===== config.mk =====
export PLATFORM = sky130hd
export DESIGN_NAME = seq_divider_flat
export DESIGN_NICKNAME = d
export VERILOG_FILES = /design/src/rtl/seq_divider_if.sv /design/src/rtl/seq_divider.sv /design/src/flat_wrapper.sv
export SDC_FILE = /design/constraint.sdc
export NUM_CORES = 1
export LEC_CHECK = 0
export BUFFER_PORTS_ARGS = -buffer_cell sky130_fd_sc_hd__buf_2
export CELL_PAD_IN_SITES_DETAIL_PLACEMENT = 0
export CELL_PAD_IN_SITES_GLOBAL_PLACEMENT = 2
export CORE_MARGIN = 1.5
export CORE_UTILIZATION = 37
export DETAILED_ROUTE_END_ITERATION = 8
export PLACE_DENSITY_LB_ADDON = 0.1
export SYNTH_ARGS = -nofsm -noshare
export SYNTH_HDL_FRONTEND = slang
export SYNTH_SLANG_ARGS = --single-unit

===== constraint.sdc =====
create_clock -name clk -period 2.7 [get_ports clk]
set_clock_uncertainty 0.1 [all_clocks]
set_input_delay 0.27 -clock clk [delete_from_list [all_inputs] [get_ports clk]]
set_output_delay 0.27 -clock clk [all_outputs]
set_load 0.02 [all_outputs]

===== src/rtl/seq_divider_if.sv =====
// seq_divider_if: request/result bundle for seq_divider.
//   master modport (requester): drives start, dividend, divisor; observes results.
//   slave modport  (divider)  : samples start and operands; drives quotient, remainder,
//                               busy, ready, div_zero, overflow.
// All data fields are DW+1 bits wide.
interface seq_divider_if #(
    parameter int unsigned DW = 8
);
    logic          start;
    logic [DW:0]   dividend;
    logic [DW:0]   divisor;
    logic [DW:0]   quotient;
    logic [DW:0]   remainder;
    logic          busy;
    logic          ready;
    logic          div_zero;
    logic          overflow;

    modport master (
        output start, dividend, divisor,
        input  quotient, remainder, busy, ready, div_zero, overflow
    );

    modport slave (
        input  start, dividend, divisor,
        output quotient, remainder, busy, ready, div_zero, overflow
    );
endinterface


===== src/rtl/seq_divider.sv =====
// seq_divider: multi-cycle restoring divider, one quotient bit per clock.
// Ports:
//   clk  - system clock, rising edge
//   rst  - asynchronous active-low reset
//   bus  - seq_divider_if.slave: start/dividend/divisor in; quotient/remainder/busy/
//          ready/div_zero/overflow out
// Configuration macro: DIVIDER_SIGNED_EN
//   defined   - operands are two's complement; quotient truncates toward zero, remainder
//               takes the dividend's sign, -2^DW / -1 saturates and flags overflow.
//   undefined - operands are unsigned DW+1-bit values, overflow stays 0.
// Latency: DW+3 edges from the start-sampling edge to ready; 2 edges on a zero divisor.
module seq_divider #(
    parameter int unsigned DW = 8
) (
    input logic          clk,
    input logic          rst,
    seq_divider_if.slave bus
);
    localparam int unsigned  W    = DW + 1;
    localparam int unsigned  CW   = $clog2(W) + 1;
    localparam logic [W-1:0] One  = W'(1);
    localparam logic [W-1:0] QMax = {1'b0, {DW{1'b1}}};
`ifdef DIVIDER_SIGNED_EN
    localparam bit SignedEn = 1'b1;
`else
    localparam bit SignedEn = 1'b0;
`endif

    typedef enum logic [1:0] {StIdle, StInit, StSubShift, StDone} state_e;

    state_e         state_q, state_d;
    logic [CW-1:0]  cnt_q, cnt_d;
    logic [W-1:0]   dq_q, dq_d;          // dividend magnitude shifting out, quotient in
    logic [W-1:0]   prem_q, prem_d;      // partial remainder
    logic [W-1:0]   dvs_q, dvs_d;        // divisor magnitude
    logic [W-1:0]   dvd_raw_q, dvd_raw_d;
    logic           q_sign_q, q_sign_d;
    logic           r_sign_q, r_sign_d;
    logic [W-1:0]   quotient_q, quotient_d;
    logic [W-1:0]   remainder_q, remainder_d;
    logic           div_zero_q, div_zero_d;
    logic           overflow_q, overflow_d;
    logic           ready_q, ready_d;

    logic [W:0]     trial;
    logic [W:0]     diff;
    logic           ge;
    logic [W-1:0]   dvd_mag;
    logic [W-1:0]   dvs_mag;

    always_comb begin
        trial   = {prem_q, dq_q[W-1]};
        diff    = trial - {1'b0, dvs_q};
        ge      = (trial >= {1'b0, dvs_q});
        dvd_mag = (SignedEn && bus.dividend[DW]) ? (~bus.dividend + One) : bus.dividend;
        dvs_mag = (SignedEn && bus.divisor[DW])  ? (~bus.divisor + One)  : bus.divisor;

        state_d     = state_q;
        cnt_d       = cnt_q;
        dq_d        = dq_q;
        prem_d      = prem_q;
        dvs_d       = dvs_q;
        dvd_raw_d   = dvd_raw_q;
        q_sign_d    = q_sign_q;
        r_sign_d    = r_sign_q;
        quotient_d  = quotient_q;
        remainder_d = remainder_q;
        div_zero_d  = div_zero_q;
        overflow_d  = overflow_q;
        ready_d     = 1'b0;

        unique case (state_q)
            StIdle: begin
                // A start coinciding with the ready pulse is dropped.
                if (bus.start && !ready_q) state_d = StInit;
            end
            StInit: begin
                dvd_raw_d = bus.dividend;
                dq_d      = dvd_mag;
                dvs_d     = dvs_mag;
                q_sign_d  = SignedEn && (bus.dividend[DW] ^ bus.divisor[DW]);
                r_sign_d  = SignedEn && bus.dividend[DW];
                prem_d    = '0;
                cnt_d     = '0;
                state_d   = (bus.divisor == '0) ? StDone : StSubShift;
            end
            StSubShift: begin
                prem_d = ge ? diff[W-1:0] : trial[W-1:0];
                dq_d   = {dq_q[W-2:0], ge};
                cnt_d  = cnt_q + CW'(1);
                if (cnt_q == CW'(W - 1)) state_d = StDone;
            end
            StDone: begin
                ready_d = 1'b1;
                state_d = StIdle;
                if (dvs_q == '0) begin
                    div_zero_d  = 1'b1;
                    overflow_d  = 1'b0;
                    quotient_d  = '0;
                    remainder_d = dvd_raw_q;
                end else if (SignedEn && !q_sign_q && dq_q[DW]) begin
                    // Only -2^DW / -1 lands here: positive result does not fit.
                    div_zero_d  = 1'b0;
                    overflow_d  = 1'b1;
                    quotient_d  = QMax;
                    remainder_d = '0;
                end else begin
                    div_zero_d  = 1'b0;
                    overflow_d  = 1'b0;
                    quotient_d  = q_sign_q ? (~dq_q + One) : dq_q;
                    remainder_d = r_sign_q ? (~prem_q + One) : prem_q;
                end
            end
            default: state_d = StIdle;
        endcase
    end

    always_ff @(posedge clk or negedge rst) begin
        if (!rst) begin
            state_q     <= StIdle;
            cnt_q       <= '0;
            dq_q        <= '0;
            prem_q      <= '0;
            dvs_q       <= '0;
            dvd_raw_q   <= '0;
            q_sign_q    <= 1'b0;
            r_sign_q    <= 1'b0;
            quotient_q  <= '0;
            remainder_q <= '0;
            div_zero_q  <= 1'b0;
            overflow_q  <= 1'b0;
            ready_q     <= 1'b0;
        end else begin
            state_q     <= state_d;
            cnt_q       <= cnt_d;
            dq_q        <= dq_d;
            prem_q      <= prem_d;
            dvs_q       <= dvs_d;
            dvd_raw_q   <= dvd_raw_d;
            q_sign_q    <= q_sign_d;
            r_sign_q    <= r_sign_d;
            quotient_q  <= quotient_d;
            remainder_q <= remainder_d;
            div_zero_q  <= div_zero_d;
            overflow_q  <= overflow_d;
            ready_q     <= ready_d;
        end
    end

    assign bus.quotient  = quotient_q;
    assign bus.remainder = remainder_q;
    assign bus.div_zero  = div_zero_q;
    assign bus.overflow  = overflow_q;
    assign bus.ready     = ready_q;
    assign bus.busy      = (state_q != StIdle);
endmodule

===== src/flat_wrapper.sv =====
// flat-port wrapper written by rule: the top's interface ports become plain ports
module seq_divider_flat 
#(
    parameter int unsigned DW = 8
)
  (clk, rst, bus_start, bus_dividend, bus_divisor, bus_quotient, bus_remainder, bus_busy, bus_ready, bus_div_zero, bus_overflow);
  seq_divider_if #(.DW(DW)) bus_i ();
  input logic clk;
  input logic rst;
  input wire logic [$bits(bus_i.start)-1:0] bus_start;
  input wire logic [$bits(bus_i.dividend)-1:0] bus_dividend;
  input wire logic [$bits(bus_i.divisor)-1:0] bus_divisor;
  output wire logic [$bits(bus_i.quotient)-1:0] bus_quotient;
  output wire logic [$bits(bus_i.remainder)-1:0] bus_remainder;
  output wire logic [$bits(bus_i.busy)-1:0] bus_busy;
  output wire logic [$bits(bus_i.ready)-1:0] bus_ready;
  output wire logic [$bits(bus_i.div_zero)-1:0] bus_div_zero;
  output wire logic [$bits(bus_i.overflow)-1:0] bus_overflow;
  assign bus_i.start = bus_start;
  assign bus_i.dividend = bus_dividend;
  assign bus_i.divisor = bus_divisor;
  assign bus_quotient = bus_i.quotient;
  assign bus_remainder = bus_i.remainder;
  assign bus_busy = bus_i.busy;
  assign bus_ready = bus_i.ready;
  assign bus_div_zero = bus_i.div_zero;
  assign bus_overflow = bus_i.overflow;
  seq_divider #(.DW(DW)) u_core (.clk(clk), .rst(rst), .bus(bus_i));
endmodule

==> results.json, run 1 <==
{
  "status": "finished with violations",
  "violations": "negative hold slack",
  "grt_pass1_wl_um": 13300,
  "n_fill_cell": 868,
  "clkSlewWorstSetupHoldPaths_ns": 0.08,
  "syn2layout_area_growth_pct": 15.3,
  "routed_wl_um": 7930,
  "powerDensity_nw_per_um2": 1270,
  "instances_no_fill": 495,
  "synthAdderAreaFrac": 0.0659,
  "synth.area.mux_share": 0.109,
  "numCtsBuffers": 9,
  "synthFlopType": "dfrtp_1",
  "worstHoldPathType": "primary input to asynchronous set/reset pin",
  "grt_max_degree": 64,
  "cts.sink_count": 63,
  "antenna_found_initial": 0,
  "fin_tns_setup_ns": 0,
  "place.gp.congestion": 0.790,
  "fin_nets": 420,
  "cts_hold_buf": 0,
  "netlist_area_um2": 3340,
  "overflow": 0,
  "crit_chain": "ha_1 -> fa_1 -> nor2b_1 -> o31ai_1 -> a31oi_2 -> buf_4 -> mux2i_1 -> o22ai_1",
  "reg2reg_slack_ns": 0.22,
  "cp-start-kind": "flip-flop",
  "rsz0062_at_grt": "no",
  "placed_area_um2": 3670,
  "multiInputGateArea_um2": 1540,
  "drv_slew": 0,
  "drt_iter0_drc": 73,
  "finalHoldViolCount": 1,
  "clockBufferDepth": 2,
  "crit_required_ns": 2.79,
  "period_needed_ns": 2.48,
  "post-cts-setup-buffer-count": 0,
  "synth_edf_count": 0,
  "maxSlewHeadroom": 0.445,
  "cts_resized": 0,
  "synthSimpleGateAreaFrac": 0.112,
  "yosys.cell_count.top_type": "dfrtp_1",
  "htreeDepth": 3,
  "yosysSeqAreaShare": 0.472,
  "fp.dieW_um": 98.1,
  "whs_ns": -0.0000108,
  "setup_viol": 0,
  "synth_compound_area_frac": 0.163,
  "grt_pass1_vias": 2558,
  "port_buffers": 41,
  "start_util": 0.383,
  "ff_latch_area_um2": 1580,
  "pre_cts_slack_ns": 0.228,
  "reg2reg_from": "u_core.dvs_q[0]$_DFFE_PN0P_",
  "via_per_inst": 5.10,
  "die_y_um": 98.1,
  "worstPathArrival_ns": 2.57,
  "dp_cells": 479,
  "synthXorXnorAreaFrac": 0.0105,
  "root_buffer": "clkbuf_8",
  "dieArea_um2": 9610,
  "finalCoreUtilization": 0.442,
  "critPathKind": "flip-flop to flip-flop",
  "end_kind": "flip-flop",
  "syn_inst": 339,
  "critical-path-max-stage-delay_ns": 0.42,
  "drtPass1Iterations": 4,
  "worst-path-buf-inv": 1,
  "diodes": 0,
  "synth_fp_nets": 377,
  "drc": 0,
  "coreArea_um2": 8720,
  "detail-route-antenna-nets": 0,
  "async_flop_share": 1.00,
  "cts_tree": "yes",
  "worst_pin_slew_ns": 0.833,
  "p_leak_nw": 1.73,
  "clk_latency_ns": 0.34,
  "synthTopCellsByCount": "dfrtp_1 (63), inv_1 (36), a21oi_1 (28), nand2_1 (27), nor2_1 (24)",
  "max_freq_ghz": 0.403,
  "yosys_warnings": 0,
  "cap_viol_max_count": 0,
  "hpwl_um": 5690,
  "grt_usage": 0.176,
  "final_area_um2": 3850,
  "crit_fanout": 11,
  "synth_top_family_by_area": "compound AO/OA/AOI/OAI gates",
  "rows": 34,
  "setup_ws_ns": 0.221,
  "crit_family": "adder cells",
  "reg2reg_depth": 8,
  "crit_slowest_cell": "fa_1",
  "syn_area_per_cell_um2": 9.86,
  "netlist_top_cells_area": "dfrtp_1 (47%), mux2i_1 (6.9%), ha_1 (6.0%)",
  "wl_per_cell_um": 16.0,
  "synth_top_cell_area_share": 0.472,
  "worst_ir_drop_vdd_uv": 528,
  "yosysTopAreaCell": "dfrtp_1",
  "r2r_end": "u_core.prem_q[4]$_DFFE_PN0P_",
  "ys_ff_latch": 63,
  "finalCritPeriodShare": 0.918,
  "pin_count": 43,
  "drive_above_1_share": 0.212,
  "route.vias.total": 2523,
  "yosysUniqueCellTypes": 54
}
[power breakdown]
group / internal, mW / total [mW] / switching, mW
logic: 0.974 / 2.47 / 1.49
registers: 1.36 / 1.61 / 0.250
clock network: 0.424 / 0.814 / 0.390
[cell type report]
class	count	area share
Clock buffer	10	0.0331
Clock inverter	6	0.0159
Inverter	37	0.0360
Multi-Input combinational cell	221	0.400
Sequential cell	63	0.409
Tap cell	108	0.0351
Timing Repair Buffer	50	0.0708
[cells in the final DEF, fill, tap and decap left out, types with 2 or more instances in the layout]
cell type	n
nand2b_1	2
nor3_1	4
a21oi_1	28
mux2_2	11
nor2_1	24
clkbuf_8	9
dfrtp_1	63
nand2_1	27
and3_1	2
o2111ai_1	4
inv_1	36
nand3_1	6
mux2i_1	23
nor2b_1	2
buf_4	9
o21ai_0	15
clkinv_2	3
nor3b_1	2
ha_1	16
o31ai_1	2
a31o_1	2
nor4_1	2
a31oi_1	2
buf_2	41
or3_1	2
o21bai_1	2
xnor2_1	3
o22ai_1	15
a21o_1	2
[registers in the layout, summed over array words and instances, names as in the netlist, 2 cells and up]
name and flops:
u_core.bus.quotient 9, u_core.bus.remainder 9, u_core.dq_q 9, u_core.dvd_raw_q 9, u_core.dvs_q 9, u_core.prem_q 9, u_core.cnt_q 5, u_core.state_q 2
[worst max path at each step]
stage / from / endpoint / slack, ns / depth (start not counted)
floorplan: u_core.dvs_q[0]$_DFFE_PN0P_ / u_core.prem_q[3]$_DFFE_PN0P_ / 0.52 / 8
global placement: u_core.dq_q[8]$_DFFE_PN0P_ / u_core.prem_q[4]$_DFFE_PN0P_ / 0.30 / 9
detailed placement: u_core.dvs_q[0]$_DFFE_PN0P_ / u_core.prem_q[0]$_DFFE_PN0P_ / 0.23 / 8
CTS: u_core.dvs_q[0]$_DFFE_PN0P_ / u_core.prem_q[4]$_DFFE_PN0P_ / 0.21 / 8
global route: u_core.dq_q[8]$_DFFE_PN0P_ / u_core.prem_q[4]$_DFFE_PN0P_ / 0.07 / 9
finish: u_core.dvs_q[0]$_DFFE_PN0P_ / u_core.prem_q[4]$_DFFE_PN0P_ / 0.22 / 8
[cells by family (layout without fill, tap and decap cells)]
kind of cell / count (synthesis) / in the layout
flops: 63 / 63
other cells: 1 / 1
simple gates: 80 / 80
buf+inv: 55 / 103
xor+xnor: 4 / 4
fa+ha+maj: 17 / 17
mux: 35 / 35
compound gates: 84 / 84
[per-stage QoR]
stage | hold slack, ns | total power [mW]
4_1_cts | 0.0405 | 4.94
3_5_place_dp | 0.385 | 4.11
2_1_floorplan | -0.126 | 3.42
6_report | -0.0000108 | 4.89
5_1_grt | 0.0637 | 5.32
3_3_place_gp | 0.367 | 4.09
[per-layer routing]
layer,wire (um),track usage,vias up
met5,0,0,-
met4,83,0.0560,0
met3,245,0.0308,8
met2,3610,0.278,43
met1,3990,0.246,1199
li1,-,-,1273
(Power assumes the default switching activity.)
==> run 2, diff against run 1 <==
Settings changed: CTS_BUF_LIST set to sky130_fd_sc_hd__clkbuf_16.
==> run 2 against run 1 <==
The run now ends clean. Clock power is 39% higher. Routed wire length hardly changed. Sequential power barely moved. Setup slack about the same. Sequential cell count unchanged. Utilization rose by 1.2 points. Non-clock buffer count did not move. Via count down 1.1%. Combinational power about the same. Critical endpoint unchanged. Largest power group unchanged.
==> results.json, run 2 (synthesized netlist as in run 1, its figures left out) <==
{
  "routed_wl_um": 7930,
  "fp.dieW_um": 98.1,
  "fin_nets": 420,
  "final_common_cell": "dfrtp_1",
  "drt_iter0_drc": 90,
  "post-cts-setup-buffer-count": 0,
  "rows": 34,
  "drive_above_1_share": 0.212,
  "wl_per_cell_um": 16.0,
  "clk_latency_ns": 0.32,
  "grt_usage": 0.176,
  "syn2layout_area_growth_pct": 18.3,
  "maxSlewHeadroom": 0.449,
  "route.vias.total": 2494,
  "finalCoreUtilization": 0.454,
  "dieArea_um2": 9610,
  "setup_viol": 0,
  "whs_ns": 0.0160,
  "drtPass1Iterations": 4,
  "cts.sink_count": 63,
  "rsz0062_at_grt": "no",
  "die_y_um": 98.1,
  "clkSlewWorstSetupHoldPaths_ns": 0.06,
  "worstPathArrival_ns": 2.56,
  "drc": 0,
  "cp-start-kind": "flip-flop",
  "crit_fanout": 11,
  "diodes": 0,
  "hpwl_um": 5690,
  "status": "complete, no violations",
  "crit_required_ns": 2.78,
  "numCtsBuffers": 9,
  "via_per_inst": 5.04,
  "drv_slew": 0,
  "critPathKind": "flip-flop to flip-flop",
  "cts_hold_buf": 0,
  "pre_cts_slack_ns": 0.228,
  "worstHoldPathType": "primary input to asynchronous set/reset pin",
  "p_leak_nw": 1.78,
  "cts_tree": "yes",
  "finalCritPeriodShare": 0.918,
  "final_cell_mix": "dfrtp_1 (63), buf_2 (41), inv_1 (37), a21oi_1 (28), nand2_1 (27)",
  "grt_pass1_wl_um": 13300,
  "worst_ir_drop_vdd_uv": 487,
  "worst_pin_slew_ns": 0.827,
  "grt_max_degree": 64,
  "root_buffer": "clkbuf_16",
  "pin_count": 43,
  "setup_ws_ns": 0.221,
  "finalHoldViolCount": 0,
  "period_needed_ns": 2.48,
  "start_util": 0.383,
  "end_kind": "flip-flop",
  "port_buffers": 41,
  "clockBufferDepth": 2,
  "cap_viol_max_count": 0,
  "instances_no_fill": 495,
  "cts_resized": 0,
  "grt_pass1_vias": 2552,
  "powerDensity_nw_per_um2": 1320,
  "detail-route-antenna-nets": 0,
  "antenna_found_initial": 0,
  "dp_cells": 479,
  "coreArea_um2": 8720,
  "max_freq_ghz": 0.403,
  "htreeDepth": 3,
  "fin_tns_setup_ns": 0,
  "place.gp.congestion": 0.790,
  "overflow": 0
}
==> run 2: cell count changes in the layout (fill, tap and decap cells not counted) <==
cell / change
clkbuf_8: -9
clkbuf_16: +9
inv_1: +1
clkbuf_1: -1
==> run 2: metal layers <==
metal / vias up / global-route usage / share of wire
met5: - / 0 / 0
met4: 0 / 0.0429 / 0.0043
met2: 42 / 0.278 / 0.45
li1: 1275 / - / -
met3: 6 / 0.0415 / 0.036
met1: 1171 / 0.245 / 0.51
==> run 2: area by class of cell <==
type                            instances  area [um2]
Clock buffer                            9         225
Clock inverter                          7        65.1
Fill cell                             857        4760
Inverter                               37         139
Multi-Input combinational cell        221        1540
Sequential cell                        63        1580
Tap cell                              108         135
Timing Repair Buffer                   50         273
==> run 2: path summary, 6_finish.rpt <==
kind                                                   from                               to  slack [ns]  cells after the start
worst max-delay path            u_core.dvs_q[0]$_DFFE_PN0P_     u_core.prem_q[4]$_DFFE_PN0P_        0.22                      8
worst min-delay path                                    rst      u_core.dvs_q[5]$_DFFE_PN0P_        0.02                      2
worst max register to register  u_core.dvs_q[0]$_DFFE_PN0P_     u_core.prem_q[4]$_DFFE_PN0P_        0.22                      8
worst min register to register  u_core.cnt_q[4]$_DFFE_PN0P_      u_core.cnt_q[4]$_DFFE_PN0P_        0.39                      1
max in group asynchronous                               rst  u_core.dvd_raw_q[2]$_DFFE_PN0P_        1.92                      2
min in group clk                             bus_divisor[5]      u_core.dvs_q[5]$_DFFE_PN0P_        0.07                      3
==> run 2: stage by stage <==
stage	instance area (um2)	power, mW
floorplan	3340	3.42
global placement	3670	4.09
detailed placement	3670	4.11
CTS	3960	5.27
global route	3960	5.65
finish	3960	5.21
==> run 2: worst max-delay path, cell delays in order (launching register included) <==
cell and delay, ns:
dfrtp_1 0.40, ha_1 0.25, fa_1 0.42, nor2b_1 0.22, o31ai_1 0.11, a31oi_2 0.31
buf_4 0.25, mux2i_1 0.20, o22ai_1 0.08
==> run 2: power by group <==
group / internal [mW] / switching (mW)
logic: 0.974 / 1.49
registers: 1.36 / 0.249
clock network: 0.707 / 0.422
==> run 3, diff against run 2 <==
Settings changed: ABC_AREA set to 1, CORE_ASPECT_RATIO set to 1.4, CORE_UTILIZATION 37 to 34, PLACE_DENSITY set to 0.84, PLACE_DENSITY_LB_ADDON 0.1 to unset.
==> run 3 against run 2 <==
Total power rose by 4.8%. Utilization fell by 3.0 points. Clock power rose by 5%. Highest routed layer unchanged. Clock-buffer cell count did not move. Largest cell class unchanged. Fmax rose by 17%. Die area rose by 8.7%. Non-clock buffer count did not move. Sequential cell count did not move. Critical path depth fell by 1. Sequential power barely moved. Critical path type unchanged. Final cell count rose by 19%.
==> results.json, run 3 <==
{
  "p_sw_frac": 0.438,
  "synth_compound_area_frac": 0.116,
  "port_buffers": 41,
  "fin_tns_setup_ns": 0,
  "worstPathArrival_ns": 2.26,
  "finalCritPeriodShare": 0.785,
  "finalHoldViolCount": 0,
  "finalCoreUtilization": 0.423,
  "cts_tree": "yes",
  "rsz0062_at_grt": "no",
  "max_freq_ghz": 0.472,
  "synthSimpleGateAreaFrac": 0.251,
  "netlist_top_cells_area": "dfrtp_1 (47%), nand2_1 (14%), ha_1 (6.0%)",
  "post-cts-setup-buffer-count": 0,
  "drive_above_1_share": 0.174,
  "routed_wl_um": 8600,
  "fin_nets": 492,
  "p_switching_mw": 2.39,
  "fp.dieW_um": 86.8,
  "clk_latency_ns": 0.33,
  "syn2layout_area_growth_pct": 20.4,
  "pwr-share-comb": 0.491,
  "diodes": 0,
  "setup_viol": 0,
  "async_flop_share": 1.00,
  "grt_max_degree": 30,
  "root_buffer": "clkbuf_16",
  "yosysUniqueCellTypes": 38,
  "p_clk_frac": 0.218,
  "drt_iter0_drc": 97,
  "netlist_area_um2": 3340,
  "worst_ir_drop_vdd_uv": 606,
  "synth_top_cell_area_share": 0.471,
  "final_cell_mix": "nand2_1 (121), dfrtp_1 (63), inv_1 (55), buf_2 (41), o21ai_0 (22)",
  "cts.sink_count": 63,
  "cp-start-kind": "flip-flop",
  "sequentialPowerShare": 0.291,
  "route.vias.total": 2814,
  "syn_inst": 406,
  "end_kind": "flip-flop",
  "synthAdderAreaFrac": 0.0658,
  "yosys_warnings": 0,
  "antenna_found_initial": 0,
  "synth.area.mux_share": 0,
  "yosysSeqAreaShare": 0.471,
  "syn_area_per_cell_um2": 8.24,
  "cts_hold_buf": 1,
  "synth_fp_nets": 444,
  "place.gp.congestion": 0.820,
  "p_int_mw": 3.07,
  "worstHoldPathType": "primary input to flip-flop",
  "coreArea_um2": 9510,
  "detail-route-antenna-nets": 0,
  "die_y_um": 120,
  "htreeDepth": 3,
  "crit_required_ns": 2.84,
  "ys_ff_latch": 63,
  "dp_cells": 574,
  "yosys.cell_count.top_type": "nand2_1",
  "grt_usage": 0.182,
  "dieArea_um2": 10400,
  "synth_edf_count": 0,
  "period_needed_ns": 2.12,
  "synthXorXnorAreaFrac": 0.0105,
  "final_common_cell": "nand2_1",
  "critPathKind": "flip-flop to flip-flop",
  "powerDensity_nw_per_um2": 1350,
  "power.total_mw": 5.46,
  "grt_pass1_vias": 2860,
  "cts_resized": 0,
  "worst_pin_slew_ns": 0.729,
  "whs_ns": 0.0638,
  "rows": 42,
  "clkSlewWorstSetupHoldPaths_ns": 0.05,
  "instances_no_fill": 591,
  "grt_pass1_wl_um": 14300,
  "clockBufferDepth": 2,
  "synth_top_family_by_area": "simple AND/OR/NAND/NOR gates",
  "yosysTopAreaCell": "dfrtp_1",
  "synthTopCellsByCount": "nand2_1 (121), dfrtp_1 (63), inv_1 (53), o21ai_0 (22), nor2_1 (21)",
  "status": "complete, no violations",
  "hpwl_um": 6650,
  "p_leak_nw": 2.10,
  "drtPass1Iterations": 4,
  "synthFlopType": "dfrtp_1",
  "cap_viol_max_count": 0,
  "maxSlewHeadroom": 0.514,
  "overflow": 0,
  "numCtsBuffers": 9,
  "start_util": 0.352,
  "pin_count": 43,
  "via_per_inst": 4.76,
  "drv_slew": 0,
  "crit_fanout": 15,
  "drc": 0,
  "wl_per_cell_um": 14.6
}
-- run 3: cell count changes after synthesis, sizes merged, moves of 8 or more --
| cell | change |
|---|---|
| mux2i | -23 |
| a21oi | -23 |
| o21ai | +8 |
| mux2 | -12 |
| nand2 | +100 |
| nand3 | +14 |
| inv | +22 |
-- run 3: cell type report --
type                       instances  area, um2
tap                              132        165
clock inverter                     7       80.1
inverter                          59        221
fill                             961       5480
multi-input combinational        271       1480
timing repair buffer              50        275
sequential                        63       1580
clock buffer                       9        225
-- run 3: path summary, 6_finish.rpt --
check / startpoint / to / slack [ns] / depth (start not counted)
setup / recovery: u_core.state_q[0]$_DFFE_PN0P_ / u_core.dq_q[0]$_DFFE_PN0P_ / 0.58 / 7
hold / removal: bus_dividend[5] / u_core.dvd_raw_q[5]$_DFFE_PN0P_ / 0.06 / 3
setup reg to reg: u_core.state_q[0]$_DFFE_PN0P_ / u_core.dq_q[0]$_DFFE_PN0P_ / 0.58 / 7
hold reg to reg: u_core.cnt_q[4]$_DFFE_PN0P_ / u_core.cnt_q[4]$_DFFE_PN0P_ / 0.37 / 1
max in group asynchronous: rst / u_core.dvs_q[5]$_DFFE_PN0P_ / 1.31 / 3
min in group asynchronous: rst / u_core.dvd_raw_q[2]$_DFFE_PN0P_ / 0.42 / 2
-- run 3: metrics by stage --
stage	instance area, um2	setup slack (ns)
floorplan	3340	0.916
global placement	3710	0.571
detailed placement	3710	0.542
CTS	4030	0.521
global route	4030	0.332
finish	4030	0.581
-- run 3: cells by family after synthesis --
logic type	count (synthesis)
buffers and inverters	72
AO/OA/AOI/OAI	62
flip-flops	63
other	1
adder cells (fa/ha/maj)	17
AND/OR/NAND/NOR	187
XOR/XNOR	4
-- run 3: metal layers --
layer	part of all wire	track usage	wire [um]	up-vias
met5	0	0	0	-
met4	0.049	0.109	419	0
met3	0.033	0.0334	280	24
met2	0.51	0.304	4350	56
met1	0.41	0.213	3550	1320
li1	-	-	-	1414
-- run 3: critical path, stage by stage, from the launching register on --
cell	delay [ns]
dfrtp_1	0.39
inv_1	0.11
ha_1	0.60
inv_1	0.31
nor2_1	0.16
buf_4	0.20
nand2_1	0.07
o211ai_1	0.08
-- run 3: power by group through the flow --
| stage | clock network, mW | registers, mW | logic [mW] |
|---|---|---|---|
| after global routing | 1.26 | 1.64 | 3.02 |
| after floorplan | 0 | 1.72 | 1.80 |
| after detailed placement | 0 | 1.60 | 2.71 |
| after global placement | 0 | 1.59 | 2.70 |
| final | 1.19 | 1.59 | 2.68 |
| after CTS | 1.21 | 1.59 | 2.73 |
